==> config.mk <==
export PLATFORM = sky130hd
export DESIGN_NAME = main_ctrl_mc
export DESIGN_NICKNAME = d
export VERILOG_FILES = /design/src/rtl/main_ctrl_mc.sv
export SDC_FILE = /design/constraint.sdc
export NUM_CORES = 1
export LEC_CHECK = 0
export CAP_MARGIN = 0
export CORE_MARGIN = 1.5
export CORE_UTILIZATION = 40
export DETAILED_ROUTE_END_ITERATION = 8
export GPL_TIMING_DRIVEN = 0
export PLACE_DENSITY = 0.64
export SETUP_SLACK_MARGIN = 0.5
export SYNTH_ARGS = -nofsm -noshare
export SYNTH_HDL_FRONTEND = slang
export SYNTH_SLANG_ARGS = --single-unit
==> constraint.sdc <==
create_clock -name clk -period 2.5 [get_ports clk]
set_clock_uncertainty 0.05 [all_clocks]
set_input_delay 0.25 -clock clk [delete_from_list [all_inputs] [get_ports clk]]
set_output_delay 0.25 -clock clk [all_outputs]
set_load 0.05 [all_outputs]
==> src/rtl/main_ctrl_mc.sv <==
// rtl/main_ctrl_mc.sv - camera main-control FSM: data-move gating, config-ack handshake, TOE preemption, shutdown and fault
module main_ctrl_mc #(
  parameter int NUM_CH      = 4,
  parameter int CMD_PERIOD  = 16,
  parameter int ACK_TIMEOUT = 1024,
  parameter int MAX_RETRY   = 3
) (
  input  logic              clk,
  input  logic              rst_n,
  input  logic              toe_busy,
  output logic [NUM_CH-1:0] move_en,
  input  logic [NUM_CH-1:0] move_done,
  input  logic              cfg_done,
  input  logic              shutdown,
  input  logic              cmd_done,
  output logic              cmd_tx,
  output logic [1:0]        cmd_type,
  output logic              frm_tx_en,
  output logic              ack,
  output logic              fault,
  input  logic              fault_clr,
  output logic [6:0]        fsm_state
);

  typedef enum logic [6:0] {
    S_WAIT_MOVE = 7'b0000001,
    S_TOE       = 7'b0000010,
    S_WAIT_CFG  = 7'b0000100,
    S_CFG_ACK   = 7'b0001000,
    S_SEND_DATA = 7'b0010000,
    S_SHUT_DOWN = 7'b0100000,
    S_FAULT     = 7'b1000000
  } state_e;

  localparam int PW = (CMD_PERIOD > 1) ? $clog2(CMD_PERIOD) : 1;
  localparam int TW = (ACK_TIMEOUT > 1) ? $clog2(ACK_TIMEOUT) : 1;
  localparam logic [PW-1:0] PER_LAST = PW'(CMD_PERIOD - 1);
  localparam logic [TW-1:0] TO_LAST  = TW'(ACK_TIMEOUT - 1);
  localparam logic [3:0]    MAX_R    = 4'(MAX_RETRY);

  localparam logic [1:0] CMD_CFG   = 2'b01;
  localparam logic [1:0] CMD_SHUT  = 2'b10;
  localparam logic [1:0] CMD_FAULT = 2'b11;

  state_e            state_q, state_d;
  state_e            ret_state_q, ret_state_d;
  logic [NUM_CH-1:0] done_mask_q, done_mask_d;
  logic [NUM_CH-1:0] move_en_q, move_en_d;
  logic              cmd_tx_q, cmd_tx_d;
  logic [1:0]        cmd_type_q, cmd_type_d;
  logic              frm_tx_en_q, frm_tx_en_d;
  logic              ack_q, ack_d;
  logic              fault_q, fault_d;
  logic [PW-1:0]     per_cnt_q, per_cnt_d;
  logic [TW-1:0]     timer_q, timer_d;
  logic [3:0]        retry_q, retry_d;
  logic              per_fire;
  logic              illegal;

  // Next-state, counter and registered-output computation; outputs follow the next state
  always_comb begin
    state_d     = state_q;
    ret_state_d = ret_state_q;
    done_mask_d = done_mask_q | move_done;
    cmd_tx_d    = 1'b0;
    cmd_type_d  = cmd_type_q;
    per_fire    = (per_cnt_q == PER_LAST);
    per_cnt_d   = per_fire ? '0 : per_cnt_q + 1'b1;
    timer_d     = timer_q + 1'b1;
    retry_d     = retry_q;
    illegal     = 1'b0;

    case (state_q)
      S_WAIT_MOVE: begin
        if (toe_busy) begin
          state_d     = S_TOE;
          ret_state_d = S_WAIT_MOVE;
        end else if (&done_mask_d) begin
          state_d     = S_WAIT_CFG;
          done_mask_d = '0;
        end
      end
      S_TOE: begin
        if (!toe_busy) state_d = ret_state_q;
      end
      S_WAIT_CFG: begin
        if (toe_busy) begin
          state_d     = S_TOE;
          ret_state_d = S_WAIT_CFG;
        end else if (cfg_done) begin
          state_d = S_CFG_ACK;
        end else if (per_fire) begin
          cmd_tx_d   = 1'b1;
          cmd_type_d = CMD_CFG;
        end
      end
      S_CFG_ACK: begin
        if (toe_busy) begin
          state_d     = S_TOE;
          ret_state_d = S_CFG_ACK;
        end else if (cmd_done) begin
          state_d = S_SEND_DATA;
        end else if (timer_q == TO_LAST) begin
          if (retry_q < MAX_R) begin
            cmd_tx_d   = 1'b1;
            cmd_type_d = CMD_CFG;
            retry_d    = retry_q + 1'b1;
            timer_d    = '0;
          end else begin
            state_d = S_FAULT;
          end
        end
      end
      S_SEND_DATA: begin
        if (toe_busy) begin
          state_d     = S_TOE;
          ret_state_d = S_SEND_DATA;
        end else if (shutdown) begin
          state_d = S_SHUT_DOWN;
        end else if (cfg_done) begin
          state_d = S_CFG_ACK;
        end
      end
      S_SHUT_DOWN: begin
        if (cfg_done) begin
          state_d = S_CFG_ACK;
        end else if (per_fire) begin
          cmd_tx_d   = 1'b1;
          cmd_type_d = CMD_SHUT;
        end
      end
      S_FAULT: begin
        if (fault_clr) begin
          state_d     = S_WAIT_MOVE;
          done_mask_d = '0;
        end
      end
      default: illegal = 1'b1;
    endcase

    // Entry actions: the period counter restarts, CFG_ACK and FAULT own their entry command
    if (!illegal && (state_d != state_q)) begin
      per_cnt_d = '0;
      if (state_d == S_CFG_ACK) begin
        cmd_tx_d   = 1'b1;
        cmd_type_d = CMD_CFG;
        timer_d    = '0;
        retry_d    = '0;
      end else if (state_d == S_FAULT) begin
        cmd_tx_d   = 1'b1;
        cmd_type_d = CMD_FAULT;
      end
    end

    move_en_d   = (state_d == S_WAIT_MOVE) ? ~done_mask_d : '0;
    frm_tx_en_d = (state_d == S_SEND_DATA);
    ack_d       = (state_d == S_CFG_ACK);
    fault_d     = (state_d == S_FAULT);

    // A corrupted state register recovers to the reset picture
    if (illegal) begin
      state_d     = S_WAIT_MOVE;
      ret_state_d = S_WAIT_MOVE;
      done_mask_d = '0;
      move_en_d   = '1;
      cmd_tx_d    = 1'b0;
      cmd_type_d  = 2'b00;
      frm_tx_en_d = 1'b0;
      ack_d       = 1'b0;
      fault_d     = 1'b0;
      per_cnt_d   = '0;
      timer_d     = '0;
      retry_d     = '0;
    end
  end

  // State and registered outputs, cleared immediately by the asynchronous reset
  always_ff @(posedge clk or negedge rst_n) begin
    if (!rst_n) begin
      state_q     <= S_WAIT_MOVE;
      ret_state_q <= S_WAIT_MOVE;
      done_mask_q <= '0;
      move_en_q   <= '1;
      cmd_tx_q    <= 1'b0;
      cmd_type_q  <= 2'b00;
      frm_tx_en_q <= 1'b0;
      ack_q       <= 1'b0;
      fault_q     <= 1'b0;
      per_cnt_q   <= '0;
      timer_q     <= '0;
      retry_q     <= '0;
    end else begin
      state_q     <= state_d;
      ret_state_q <= ret_state_d;
      done_mask_q <= done_mask_d;
      move_en_q   <= move_en_d;
      cmd_tx_q    <= cmd_tx_d;
      cmd_type_q  <= cmd_type_d;
      frm_tx_en_q <= frm_tx_en_d;
      ack_q       <= ack_d;
      fault_q     <= fault_d;
      per_cnt_q   <= per_cnt_d;
      timer_q     <= timer_d;
      retry_q     <= retry_d;
    end
  end

  assign move_en   = move_en_q;
  assign cmd_tx    = cmd_tx_q;
  assign cmd_type  = cmd_type_q;
  assign frm_tx_en = frm_tx_en_q;
  assign ack       = ack_q;
  assign fault     = fault_q;
  assign fsm_state = state_q;

endmodule

-- Yosys cells after proc, flatten, opt, wreduce, memory -nomap -nowiden
Index checks and enable logic that the tools add are counted.
Widths: inputs -> output; s select.
- bitwise logic cells: 2
- add/subtract/negate cells: 3
- magnitude comparators: 1
- equality and inequality tests: 19
- mux-type cells: 75
- reduce and logical (&&, ||, !) cells: 4
- operators with widths (cell ; count):
    $mux 7 ; 18
    $mux 10 ; 8
    $mux 4 ; 17
    $pmux 7 s7 ; 1
    $pmux 7 s4 ; 1
    $mux 2 ; 13
    $eq 7x1->1 const B ; 2
    $eq 7x4->1 const B ; 2
    $eq 7x5->1 const B ; 2
    $eq 7x7->1 const B ; 2
    $mux 1 ; 14
    $ne 3x3->1 const B ; 4
    $add 10x1->10 const B ; 1
    $eq 10x10->1 const B ; 1
    $add 4x1->4 const B ; 2
    $pmux 4 s2 ; 1
    $eq 7x2->1 const B ; 1
    $eq 7x3->1 const B ; 1
    $eq 7x6->1 const B ; 1
    $ne 7x7->1 ; 1
    $reduce_or 7->1 ; 1
    $pmux 2 s3 ; 1
    $ne 5x1->1 const B ; 1
    $reduce_and 5->1 ; 1
    other kinds (7) ; 7
- output and inout bits: 17
- bits of input ports: 11
- word-level logic and storage cells: 116
- register bits: 46

-- Logic depth before layout (Yosys ltp)
Gate-level depths: netlist of run 1.
- word-level depth: 11
- depth in mapped cells: 10

-- Least setup slack after synthesis of run 1
OpenSTA, ideal clock, no wires.
- path type: flip-flop to flip-flop
- start: register state_q[5], in the netlist fsm_state[5]
- end: register retry_q[0]
- path slack: -0.220 ns
- buffers on the path: 3
- stages on the path, launching flop included: 10
- data required time: 2.368 ns
- arrival: 2.588 ns
- cell sequence: dfrtp_1 buf_6 nor4_1 and3_1 or4_1 buf_2 a2111oi_4 nor3_4 buf_6 nor3_2
- longest elaborated chain between the ends: 9
- elaborated cells between the ends (all ways): 28
- classes of those cells: 9 x eq/ne; 17 x mux; 2 x reduce/logical
- ends and longest elaborated chain (what ; RTL line ; source):
    start: declaration ; 45 ; state_e state_q, state_d;
    start signal: assignment ; 193 ; state_q <= state_d;
    $mux 7 ; 104 ; if (retry_q < MAX_R) begin
    $mux 7 ; 103 ; end else if (timer_q == TO_LAST) begin
    $mux 7 ; 101 ; end else if (cmd_done) begin
    $mux 7 ; 98 ; if (toe_busy) begin
    $pmux 7 s7 ; 73 ; case (state_q)
    $eq 7x4->1 / $ne 7x7->1 (equally long branches) ; 144, 142 ;
    $mux 4 / $logic_and 1x1->1 (equally long branches) ; 144, 142 ;
    $mux 4 ; 142 ; if (!illegal && (state_d != state_q)) begin
    $mux 4 (*) ; 161 ; if (illegal) begin
    net retry_d[0] ; 56 ; logic [3:0] retry_q, retry_d;
    end signal: assignment ; 204 ; retry_q <= retry_d;
    end: declaration ; 56 ;
Mark *: on every way through the listed nets, which the timed path passes. The rest lies on a longest branch.
A chain may end at the register's enable or synchronous reset.

-- Final worst setup path of run 1
- start: register state_q[0], in the netlist fsm_state[0]
- end: register timer_q[5]
- longest elaborated chain between the ends: 9
- elaborated cells between the ends (all ways): 28
- classes of those cells: 9 x eq/ne; 17 x mux; 2 x reduce/logical
- ends and longest elaborated chain (what ; RTL line ; source):
    $mux 7 ; 104 ;
    $mux 7 ; 103 ;
    $mux 7 ; 101 ;
    $mux 7 ; 98 ;
    $pmux 7 s7 ; 73 ;
    $eq 7x4->1 / $ne 7x7->1 (equally long branches) ; 144, 142 ;
    $mux 10 / $logic_and 1x1->1 (equally long branches) ; 144, 142 ;
    $mux 10 ; 142 ;
    $mux 10 (*) ; 161 ;
    net timer_d[5] ; 55 ; logic [TW-1:0] timer_q, timer_d;
    end signal: assignment ; 203 ; timer_q <= timer_d;
    end: declaration ; 55 ;
Marked as above.

==> results by group, run 1 <==
Setup path
  – Critical path capture point type: flip-flop
  – Crit path largest cell delay: 0.67 ns
  – Critical path peak fanout: 7
  – CP arrival: 2.86 ns
  – CP Launch Type: flip-flop
  – Crit Path Class: reg -> reg
  – Crit-path slowest cell: dfstp_4
  – Critical R2R Launch: fsm_state[0]$_DFF_PN1_
  – CP cell instances: nor2_2, and3_4, or4_4, buf_6, a2111oi_4, nor3_4, buf_4, nor4_2
  – Buffers & Inverters on Critical Path: 2
  – Crit path launch: fsm_state[0]$_DFF_PN1_
  – CP top delay family: simple AND/OR/NAND/NOR gates
  – CP required: 2.66 ns

Placed design
  – Area post-placement: 2950 µm²
  – GP Congestion: 0.872
  – HPWL after DPL: 4430 µm
  – PortBufs: 27

Layout
  – Design area: 3650 µm²
  – ANT cells: 0
  – Nets: 341
  – Layout cells sized above 1: 0.424
  – Multi-input logic area: 1580 µm²
  – FF/Latch Area: 1090 µm²
  – Most frequent cells in the layout: buf_4 (32), dfrtp_1 (31), clkdlybuf4s50_1 (24)
  – Area growth from synthesis to layout: 46.8%
  – # fillers: 501
  – Commonest non-fill, non-tap cell in the layout: buf_4

STA
  – RSZ-0062 raised after global routing: true
  – Final-report hold violation count: 0
  – Slew Limit Fails: 0
  – # setup viols final: 23
  – Final Cycle Share: 1.08
  – Min cycle time layout: 2.70 ns
  – Rel. slew slack: 0.524
  – Slew @ Worst Pin: 0.714 ns
  – Setup ws final: -0.196 ns
  – Setup TNS: -2.99 ns
  – FMAX: 0.371 GHz

Clock tree
  – TritonCTS clock tree: built
  – Clk buf depth: 2
  – TritonCTS Buffers: 5
  – Clock sink total: 43
  – Clock Latency Late Sink: 0.31 ns
  – Root Buffer: clkbuf_8
  – Htree depth: 2
  – Clock transition at path regs: 0.10 ns

Pwr
  – VDD IR max: 0.694 mV
  – Cell Int Power: 2.14 mW
  – Gate power share: 0.583
  – Clk network pwr share: 0.160
  – PD cells: 1020 nW/µm²
  – Leak Pwr: 1.59 nW
  – P_sw: 1.58 mW
  – Seq pwr share: 0.257
  – Sw frac: 0.424

Floorplanning
  – CORE AREA: 5960 µm²
  – Initial Util: 0.417
  – Die width: 81.8 µm
  – Num rows: 28
  – Die Area: 6690 µm²
  – Die Span Y: 81.8 µm
  – I/O pins: 28

Route
  – Final antenna-violating net count: 0
  – Via-to-Cell Ratio: 5.80
  – Via count: 2338
  – Initial DRT Pass Iterations: 4
  – Avg WL per Cell: 17.4 µm
  – First DRT Iteration DRCs: 195
  – # DRC: 0
  – Total Wirelength: 7000 µm

Global route
  – Total global-route track usage: 0.223
  – First-pass GRT wire length: 11100 µm
  – Largest net degree at the start of global routing: 31
  – Initial antenna violation count: 0
  – Vias in the first global route: 2202
  – GRT Residual Overflow: 0

Synthesis
  – Top-area cell type share of the netlist area: 0.373
  – Distinct cells, synth: 54
  – EDFF count, synth: 0
  – Post-synthesis net count: 268
  – Top cell type by total area after synthesis: dfrtp_1
  – Syn Area/Cell: 9.78 µm²
  – Yosys reg bits: 43
  – Main synth FF type: dfrtp_1
  – Synth Cell Area: 2480 µm²
  – Largest cells by area after synthesis: dfrtp_1 (37%), dfstp_2 (6.3%), nor2_1 (5.1%), nand3_1 (3.2%), nor3_2 (2.8%)
  – Post-synth ARST share: 1.00
  – Post-Syn Instances: 254
  – Yosys warning count: 0
  – Seq/Total Area, Yosys: 0.436

Outcome
  – Status: complete, but fails checks
  – Violated checks: negative setup slack

Min path
  – Hold Path Class: in -> async

Job
  – MaxCap Viol Count: 0
-- synthesized netlist by cell type, types with 2 or more instances --
library cell	instances
dfrtp_1	37
nor2_1	34
nand2_1	18
nand3_1	16
nor4_1	11
nor3_1	9
xnor2_1	8
nor3_2	7
o21ai_0	7
dfstp_2	6
nor2b_1	6
a21oi_1	5
and3_1	5
buf_6	5
inv_1	5
o31ai_1	5
xor2_1	5
clkbuf_1	4
nand3b_1	4
nand4_1	4
buf_2	3
ha_1	3
nor4_2	3
o21ai_1	3
o22a_1	3
a21o_1	2
a22o_1	2
and4_1	2
mux2i_1	2
nor3b_1	2
nor4b_1	2
o211ai_1	2
or3_1	2
or4_1	2
-- timing repair --
action,in CTS,in global routing
setup endpoints to repair,37,37
gates resized for setup,36,33
buffers inserted,27,9
pin swaps,18,12
cloned,1,0
hold endpoints to repair,12,0
hold buffers,1,0
-- kinds of logic after synthesis --
family                     after synthesis  share of synthesized area
AOI/OAI and AO/OA                       40                      0.131
buffers and inverters                   18                     0.0453
adders and majority gates                3                     0.0151
and+or+nand+nor                        135                      0.319
xor gates and xnor gates                13                     0.0458
DFF                                     43                      0.436
muxes                                    2                    0.00806
-- worst reg2reg max path, stage by stage (launching register included) --
cell	delay [ns]
dfstp_4	0.67
nor2_2	0.07
and3_4	0.19
or4_4	0.54
buf_6	0.15
a2111oi_4	0.41
nor3_4	0.13
buf_4	0.16
nor4_2	0.24
-- layout make-up --
class	instances	area share
multi-input combinational	193	0.434
sequential	43	0.300
timing repair buffer	66	0.166
buffer	13	0.0357
tap	75	0.0257
clock buffer	6	0.0226
clock inverter	2	0.0106
inverter	5	0.00514
-- layer usage --
| metal | up-vias | share of wire | global-route usage |
|---|---|---|---|
| met5 | - | 0 | 0 |
| met3 | 20 | 0.051 | 0.0378 |
| met2 | 85 | 0.49 | 0.363 |
| met4 | 0 | 0.023 | 0.0695 |
| li1 | 1083 | - | - |
| met1 | 1150 | 0.43 | 0.301 |
-- power by group through the flow --
stage / logic, mW / registers, mW / clock network [mW]
floorplan: 0.914 / 1.15 / 0
global placement: 1.47 / 0.957 / 0
detailed placement: 1.48 / 0.961 / 0
CTS: 1.81 / 0.948 / 0.602
global route: 2.32 / 0.971 / 0.628
finish: 2.17 / 0.953 / 0.593
-- registers in the layout, indices dropped and copies added (netlist names) --
register     cells
timer_q         10
fsm_state        7
done_mask_q      4
move_en          4
per_cnt_q        4
ret_state_q      4
retry_q          4
cmd_type         2
ack              1
cmd_tx           1
fault            1
frm_tx_en        1
-- through the flow --
stage / utilization / cells / power, mW / setup slack, ns / hold WS, ns
finish: 0.613 / 403 / 3.71 / -0.196 / 0.323
global route: 0.613 / 403 / 3.91 / -0.291 / 0.370
global placement: 0.492 / 356 / 2.43 / -0.474 / 0.431
CTS: 0.581 / 394 / 3.36 / -0.185 / 0.342
floorplan: - / 254 / 2.06 / -0.0569 / -0.0956
detailed placement: 0.495 / 357 / 2.44 / -0.469 / 0.136
-- worst paths after layout --
check                                         end  slack (ns)  cells after the start
setup / recovery             timer_q[5]$_DFF_PN0_       -0.20                      8
hold reg to reg            per_cnt_q[0]$_DFF_PN0_        0.46                      1
setup reg to reg             timer_q[5]$_DFF_PN0_       -0.20                      8
hold / removal             fsm_state[2]$_DFF_PN0_        0.32                      2
max in group asynchronous    move_en[0]$_DFF_PN1_        1.52                      3
min in group clk           per_cnt_q[0]$_DFF_PN0_        0.46                      1
(Power assumes the default switching activity.)
==> run 2: changes to the inputs <==
--- a/config.mk
+++ b/config.mk
@@ -8,6 +8,7 @@
 export CAP_MARGIN = 0
 export CORE_MARGIN = 1.5
 export CORE_UTILIZATION = 40
+export CTS_BUF_LIST = sky130_fd_sc_hd__clkbuf_2
 export DETAILED_ROUTE_END_ITERATION = 8
 export GPL_TIMING_DRIVEN = 0
 export PLACE_DENSITY = 0.64
==> results by group, run 2 (synthesized netlist as in run 1, its figures left out) <==
Outcome
  – Status: complete, but fails checks (unchanged)
  – Violated checks: negative setup slack (unchanged)

Setup path
  – Critical path capture point type: flip-flop (unchanged)
  – Crit path launch: fsm_state[0]$_DFF_PN1_ (unchanged)
  – CP Launch Type: flip-flop (unchanged)
  – R2R setup slack: -0.27 ns (was -0.20 ns)
  – CP required: 2.78 ns (was 2.66 ns)
  – RR Endpoint: timer_q[6]$_DFF_PN0_ (was timer_q[5]$_DFF_PN0_)
  – CP arrival: 3.05 ns (was 2.86 ns)
  – Reg2reg path depth: 11 (was 8)
  – Critical path peak fanout: 6 (was 7)
  – Critical R2R Launch: fsm_state[0]$_DFF_PN1_ (unchanged)
  – Crit Path Class: reg -> reg (unchanged)

Clock tree
  – TritonCTS clock tree: built (unchanged)
  – TritonCTS Buffers: 5 (unchanged)
  – Htree depth: 2 (unchanged)
  – Clock Latency Late Sink: 0.46 ns (was 0.31 ns)
  – Clk buf depth: 2 (unchanged)
  – Clock sink total: 43 (unchanged)
  – Clock transition at path regs: 0.27 ns (was 0.10 ns)
  – Root Buffer: clkbuf_2 (was clkbuf_8)

Pwr
  – PD cells: 973 nW/µm² (was 1020 nW/µm²)
  – Sw frac: 0.446 (was 0.424)
  – Pwr Total: 3.54 mW (was 3.71 mW)
  – Cell Int Power: 1.96 mW (was 2.14 mW)
  – Seq pwr share: 0.267 (was 0.257)
  – VDD IR max: 0.585 mV (was 0.694 mV)
  – P_sw: 1.58 mW (about the same)
  – Leak Pwr: 1.62 nW (was 1.59 nW)
  – Gate power share: 0.613 (was 0.583)
  – Clk network pwr share: 0.119 (was 0.160)

STA
  – FMAX: 0.361 GHz (was 0.371 GHz)
  – Slew @ Worst Pin: 0.809 ns (was 0.714 ns)
  – Min cycle time layout: 2.77 ns (was 2.70 ns)
  – RSZ-0062 raised after global routing: true (unchanged)
  – Rel. slew slack: 0.460 (was 0.524)
  – # setup viols final: 25 (was 23)
  – Final Cycle Share: 1.11 (was 1.08)
  – Slew Limit Fails: 0 (unchanged)
  – Setup ws final: -0.268 ns (was -0.196 ns)
  – Final-report hold violation count: 0 (unchanged)

Floorplanning
  – Die Area: 6690 µm² (unchanged)
  – Die Span Y: 81.8 µm (unchanged)
  – Die width: 81.8 µm (unchanged)
  – Initial Util: 0.417 (unchanged)
  – CORE AREA: 5960 µm² (unchanged)
  – I/O pins: 28 (unchanged)
  – Num rows: 28 (unchanged)

Placed design
  – HPWL after DPL: 4430 µm (unchanged)
  – GP Congestion: 0.872 (unchanged)
  – DP Worst Slack: -0.469 ns (unchanged)
  – PortBufs: 27 (unchanged)

Route
  – Final antenna-violating net count: 0 (unchanged)
  – Avg WL per Cell: 17.1 µm (was 17.4 µm)
  – Via-to-Cell Ratio: 5.75 (was 5.80)
  – # DRC: 0 (unchanged)
  – Via count: 2348 (was 2338)
  – Total Wirelength: 6990 µm (was 7000 µm)
  – First DRT Iteration DRCs: 169 (was 195)
  – Initial DRT Pass Iterations: 7 (was 4)

Layout
  – FF/Latch Area: 1090 µm² (unchanged)
  – Area growth from synthesis to layout: 46.3% (was 46.8%)
  – # fillers: 519 (was 501)
  – Layout cells sized above 1: 0.420 (was 0.424)
  – Max reg flops: 10 (unchanged)
  – Multi-input logic area: 1620 µm² (was 1580 µm²)
  – Most frequent cells in the layout: buf_4 (36), dfrtp_1 (31), nor2_1 (25) (was buf_4 (32), dfrtp_1 (31), clkdlybuf4s50_1 (24))
  – Commonest non-fill, non-tap cell in the layout: buf_4 (unchanged)
  – Nets: 346 (was 341)
  – Biggest register: timer_q (unchanged)
  – ANT cells: 0 (unchanged)

Min path
  – Hold Path Class: in -> async (unchanged)

Global route
  – Vias in the first global route: 2152 (was 2202)
  – Total global-route track usage: 0.217 (was 0.223)
  – Largest net degree at the start of global routing: 31 (unchanged)
  – GRT Residual Overflow: 0 (unchanged)
  – First-pass GRT wire length: 10800 µm (was 11100 µm)
  – Initial antenna violation count: 0 (unchanged)

Job
  – MaxCap Viol Count: 0 (unchanged)
## run 2: changes by cell type in the layout (fill, tap and decap cells not counted), sizes merged
cell / previous run / this run
clkdlybuf4s50: 24 / 14
dlygate4sd2: 1 / 10
buf: 49 / 53
clkbuf: 9 / 10
clkinv: 0 / 1
## run 2: worst max path at each step
stage	to
after global routing	retry_q[0]$_DFF_PN0_
after detailed placement	timer_q[4]$_DFF_PN0_
after CTS	cmd_tx$_DFF_PN0_
final	timer_q[6]$_DFF_PN0_
after floorplan	retry_q[0]$_DFF_PN0_
after global placement	timer_q[6]$_DFF_PN0_
## run 2: layer usage
metal	up-vias	share of wire	wire length, µm	GRT usage
li1	1096	-	-	-
met1	1135	0.42	2950	0.291
met2	97	0.49	3440	0.358
met3	20	0.060	421	0.0400
met4	0	0.025	176	0.0576
met5	-	0	0	0
## run 2: power groups by stage
stage          clock (mW)  sequential (mW)  combinational [mW]
4_1_cts             0.433            0.949                1.92
6_report            0.422            0.946                2.17
3_5_place_dp            0            0.961                1.48
2_1_floorplan           0             1.15               0.914
3_3_place_gp            0            0.957                1.47
5_1_grt             0.462            0.965                2.32
## run 2: cell type report
cell class	count	area share
plain buffers	13	0.0348
inverters	5	0.00516
clock inverters	3	0.0117
clock buffers	5	0.00688
flip-flops and latches	43	0.301
well taps	75	0.0258
repair buffers	71	0.170
multi-input cells	193	0.444
## run 2: metrics by stage
step	instances	hold WS [ns]	utilization	area, µm²	setup TNS [ns]
2_1_floorplan	254	-0.0956	-	2570	-0.477
3_3_place_gp	356	0.431	0.492	2930	-9.79
3_5_place_dp	357	0.136	0.495	2950	-8.05
4_1_cts	395	0.156	0.575	3420	-2.43
5_1_grt	408	0.172	0.610	3630	-5.05
6_report	408	0.134	0.610	3630	-4.00
## run 2: timing repair
item,in CTS,in global routing
pin swaps,23,14
gates resized for setup,52,32
gates cloned,1,0
setup buffers,28,13
endpoints found under the setup margin,46,38
endpoints found under the hold margin,38,0
hold buffers,1,0
## run 2: critical path: stages, from the launching register on
cell	delay, ns
dfstp_4	0.57
buf_8	0.14
nor3_4	0.21
nand3_2	0.14
buf_6	0.15
a221oi_4	0.31
a21oi_2	0.07
a211o_1	0.31
nor3_4	0.35
buf_4	0.18
buf_6	0.11
nor3_2	0.04
==> run 3: changes to the inputs <==
--- a/config.mk
+++ b/config.mk
@@ -11,7 +11,6 @@
 export CTS_BUF_LIST = sky130_fd_sc_hd__clkbuf_2
 export DETAILED_ROUTE_END_ITERATION = 8
 export GPL_TIMING_DRIVEN = 0
-export PLACE_DENSITY = 0.64
 export SETUP_SLACK_MARGIN = 0.5
 export SYNTH_ARGS = -nofsm -noshare
 export SYNTH_HDL_FRONTEND = slang
==> results by group, run 3 (synthesized netlist as in run 1, its figures left out) <==
Route
  – Avg WL per Cell: 17.3 µm (was 17.1 µm)
  – First DRT Iteration DRCs: 127 (was 169)
  – # DRC: 0 (unchanged)
  – Total Wirelength: 6980 µm (was 6990 µm)
  – Via-to-Cell Ratio: 5.77 (was 5.75)
  – Final antenna-violating net count: 0 (unchanged)
  – Initial DRT Pass Iterations: 7 (unchanged)
  – Via count: 2324 (was 2348)

STA
  – Min cycle time layout: 2.69 ns (was 2.77 ns)
  – Final Cycle Share: 1.07 (was 1.11)
  – RSZ-0062 raised after global routing: true (unchanged)
  – Final-report hold violation count: 0 (unchanged)
  – Hold WS: 0.184 ns (was 0.134 ns)
  – Slew @ Worst Pin: 0.582 ns (was 0.809 ns)
  – Setup ws final: -0.187 ns (was -0.268 ns)
  – # setup viols final: 24 (was 25)
  – Rel. slew slack: 0.612 (was 0.460)
  – Setup TNS: -3.06 ns (was -4.00 ns)
  – Slew Limit Fails: 0 (unchanged)
  – FMAX: 0.372 GHz (was 0.361 GHz)

Floorplanning
  – I/O pins: 28 (unchanged)
  – CORE AREA: 5960 µm² (unchanged)
  – Die Area: 6690 µm² (unchanged)
  – Die Span Y: 81.8 µm (unchanged)
  – Num rows: 28 (unchanged)
  – Die width: 81.8 µm (unchanged)
  – Initial Util: 0.417 (unchanged)

Setup path
  – R2R setup slack: -0.19 ns (was -0.27 ns)
  – CP Launch Type: flip-flop (unchanged)
  – Crit path launch: fsm_state[5]$_DFF_PN0_ (was fsm_state[0]$_DFF_PN1_)
  – CP required: 2.76 ns (was 2.78 ns)
  – CP arrival: 2.95 ns (was 3.05 ns)
  – Critical R2R Launch: fsm_state[5]$_DFF_PN0_ (was fsm_state[0]$_DFF_PN1_)
  – Critical path peak fanout: 6 (unchanged)
  – Crit Path Class: reg -> reg (unchanged)
  – Critical path capture point type: flip-flop (unchanged)
  – Reg2reg path depth: 10 (was 11)

Placed design
  – Area post-placement: 2950 µm² (unchanged)
  – GP Congestion: 0.895 (was 0.872)
  – Placed instance count: 357 (unchanged)
  – DP Worst Slack: -0.466 ns (was -0.469 ns)
  – HPWL after DPL: 4460 µm (was 4430 µm)
  – PortBufs: 27 (unchanged)

Global route
  – Total global-route track usage: 0.214 (was 0.217)
  – Initial antenna violation count: 0 (unchanged)
  – Largest net degree at the start of global routing: 29 (was 31)
  – GRT Residual Overflow: 0 (unchanged)
  – Vias in the first global route: 2125 (was 2152)
  – First-pass GRT wire length: 10700 µm (was 10800 µm)

Pwr
  – PD cells: 959 nW/µm² (was 973 nW/µm²)
  – Pwr Total: 3.40 mW (was 3.54 mW)
  – VDD IR max: 0.608 mV (was 0.585 mV)
  – Leak Pwr: 1.58 nW (was 1.62 nW)

Min path
  – Hold Path Class: in -> async (unchanged)

Clock tree
  – TritonCTS Buffers: 5 (unchanged)
  – TritonCTS clock tree: built (unchanged)
  – Clock Latency Late Sink: 0.41 ns (was 0.46 ns)
  – Clock sink total: 43 (unchanged)
  – Root Buffer: clkbuf_2 (unchanged)
  – Clk buf depth: 2 (unchanged)
  – Clock transition at path regs: 0.24 ns (was 0.27 ns)
  – Htree depth: 2 (unchanged)

Layout
  – Biggest register: timer_q (unchanged)
  – Post-layout util: 0.596 (was 0.610)
  – Max reg flops: 10 (unchanged)
  – Area growth from synthesis to layout: 42.8% (was 46.3%)
  – Design area: 3550 µm² (was 3630 µm²)
  – Non-Filler Instances: 403 (was 408)
  – Layout cells sized above 1: 0.409 (was 0.420)
  – # fillers: 535 (was 519)
  – Nets: 341 (was 346)
  – ANT cells: 0 (unchanged)
  – Most frequent cells in the layout: dfrtp_1 (31), buf_4 (31), nor2_1 (23) (was buf_4 (36), dfrtp_1 (31), nor2_1 (25))

Outcome
  – Violated checks: negative setup slack (unchanged)
  – Status: complete, but fails checks (unchanged)

Job
  – MaxCap Viol Count: 0 (unchanged)
## run 3: path summary, 6_finish.rpt
path                                       endpoint
hold reg to reg              per_cnt_q[3]$_DFF_PN0_
min in group clk           done_mask_q[3]$_DFF_PN0_
setup reg to reg               retry_q[2]$_DFF_PN0_
setup / recovery               retry_q[2]$_DFF_PN0_
max in group asynchronous      retry_q[3]$_DFF_PN0_
hold / removal               fsm_state[1]$_DFF_PN0_
## run 3: cell type report
type | count | area, µm² | area share
well taps | 75 | 93.8 | 0.0264
repair buffers | 66 | 591 | 0.166
clock inverters | 2 | 12.5 | 0.00352
clock buffers | 6 | 30.0 | 0.00846
inverters | 5 | 18.8 | 0.00529
flip-flops and latches | 43 | 1090 | 0.308
multi-input cells | 193 | 1590 | 0.449
plain buffers | 13 | 115 | 0.0324
## run 3: where the power goes
part / internal (mW) / switching [mW] / total, mW
combinational: 0.916 / 1.23 / 2.15
clock: 0.0714 / 0.236 / 0.308
sequential: 0.858 / 0.0915 / 0.950
total: 1.85 / 1.56 / 3.40
## run 3: worst max-delay path, cell delays in order (launching register included)
cell      delay (ns)
dfrtp_2         0.49
buf_8           0.14
buf_4           0.15
nor3b_1         0.34
o21ai_2         0.11
a221oi_4        0.31
a21oi_2         0.08
a211o_1         0.35
nor3_4          0.28
buf_4           0.22
nor2_1          0.05
## run 3: what timing repair did
item                                    in CTS  in global routing
gates resized for setup                     33                 43
endpoints found under the hold margin       24                  0
cloned                                       1                  0
pin swaps                                   12                 15
buffers inserted                            21                 15
endpoints found under the setup margin      46                 39
hold buffers                                 1                  0
## run 3: layer usage
layer	share of wire	wire length [µm]	global-route usage
met5	0	0	0
met4	0.026	179	0.0780
met3	0.050	351	0.0444
met2	0.49	3440	0.354
met1	0.43	3000	0.277
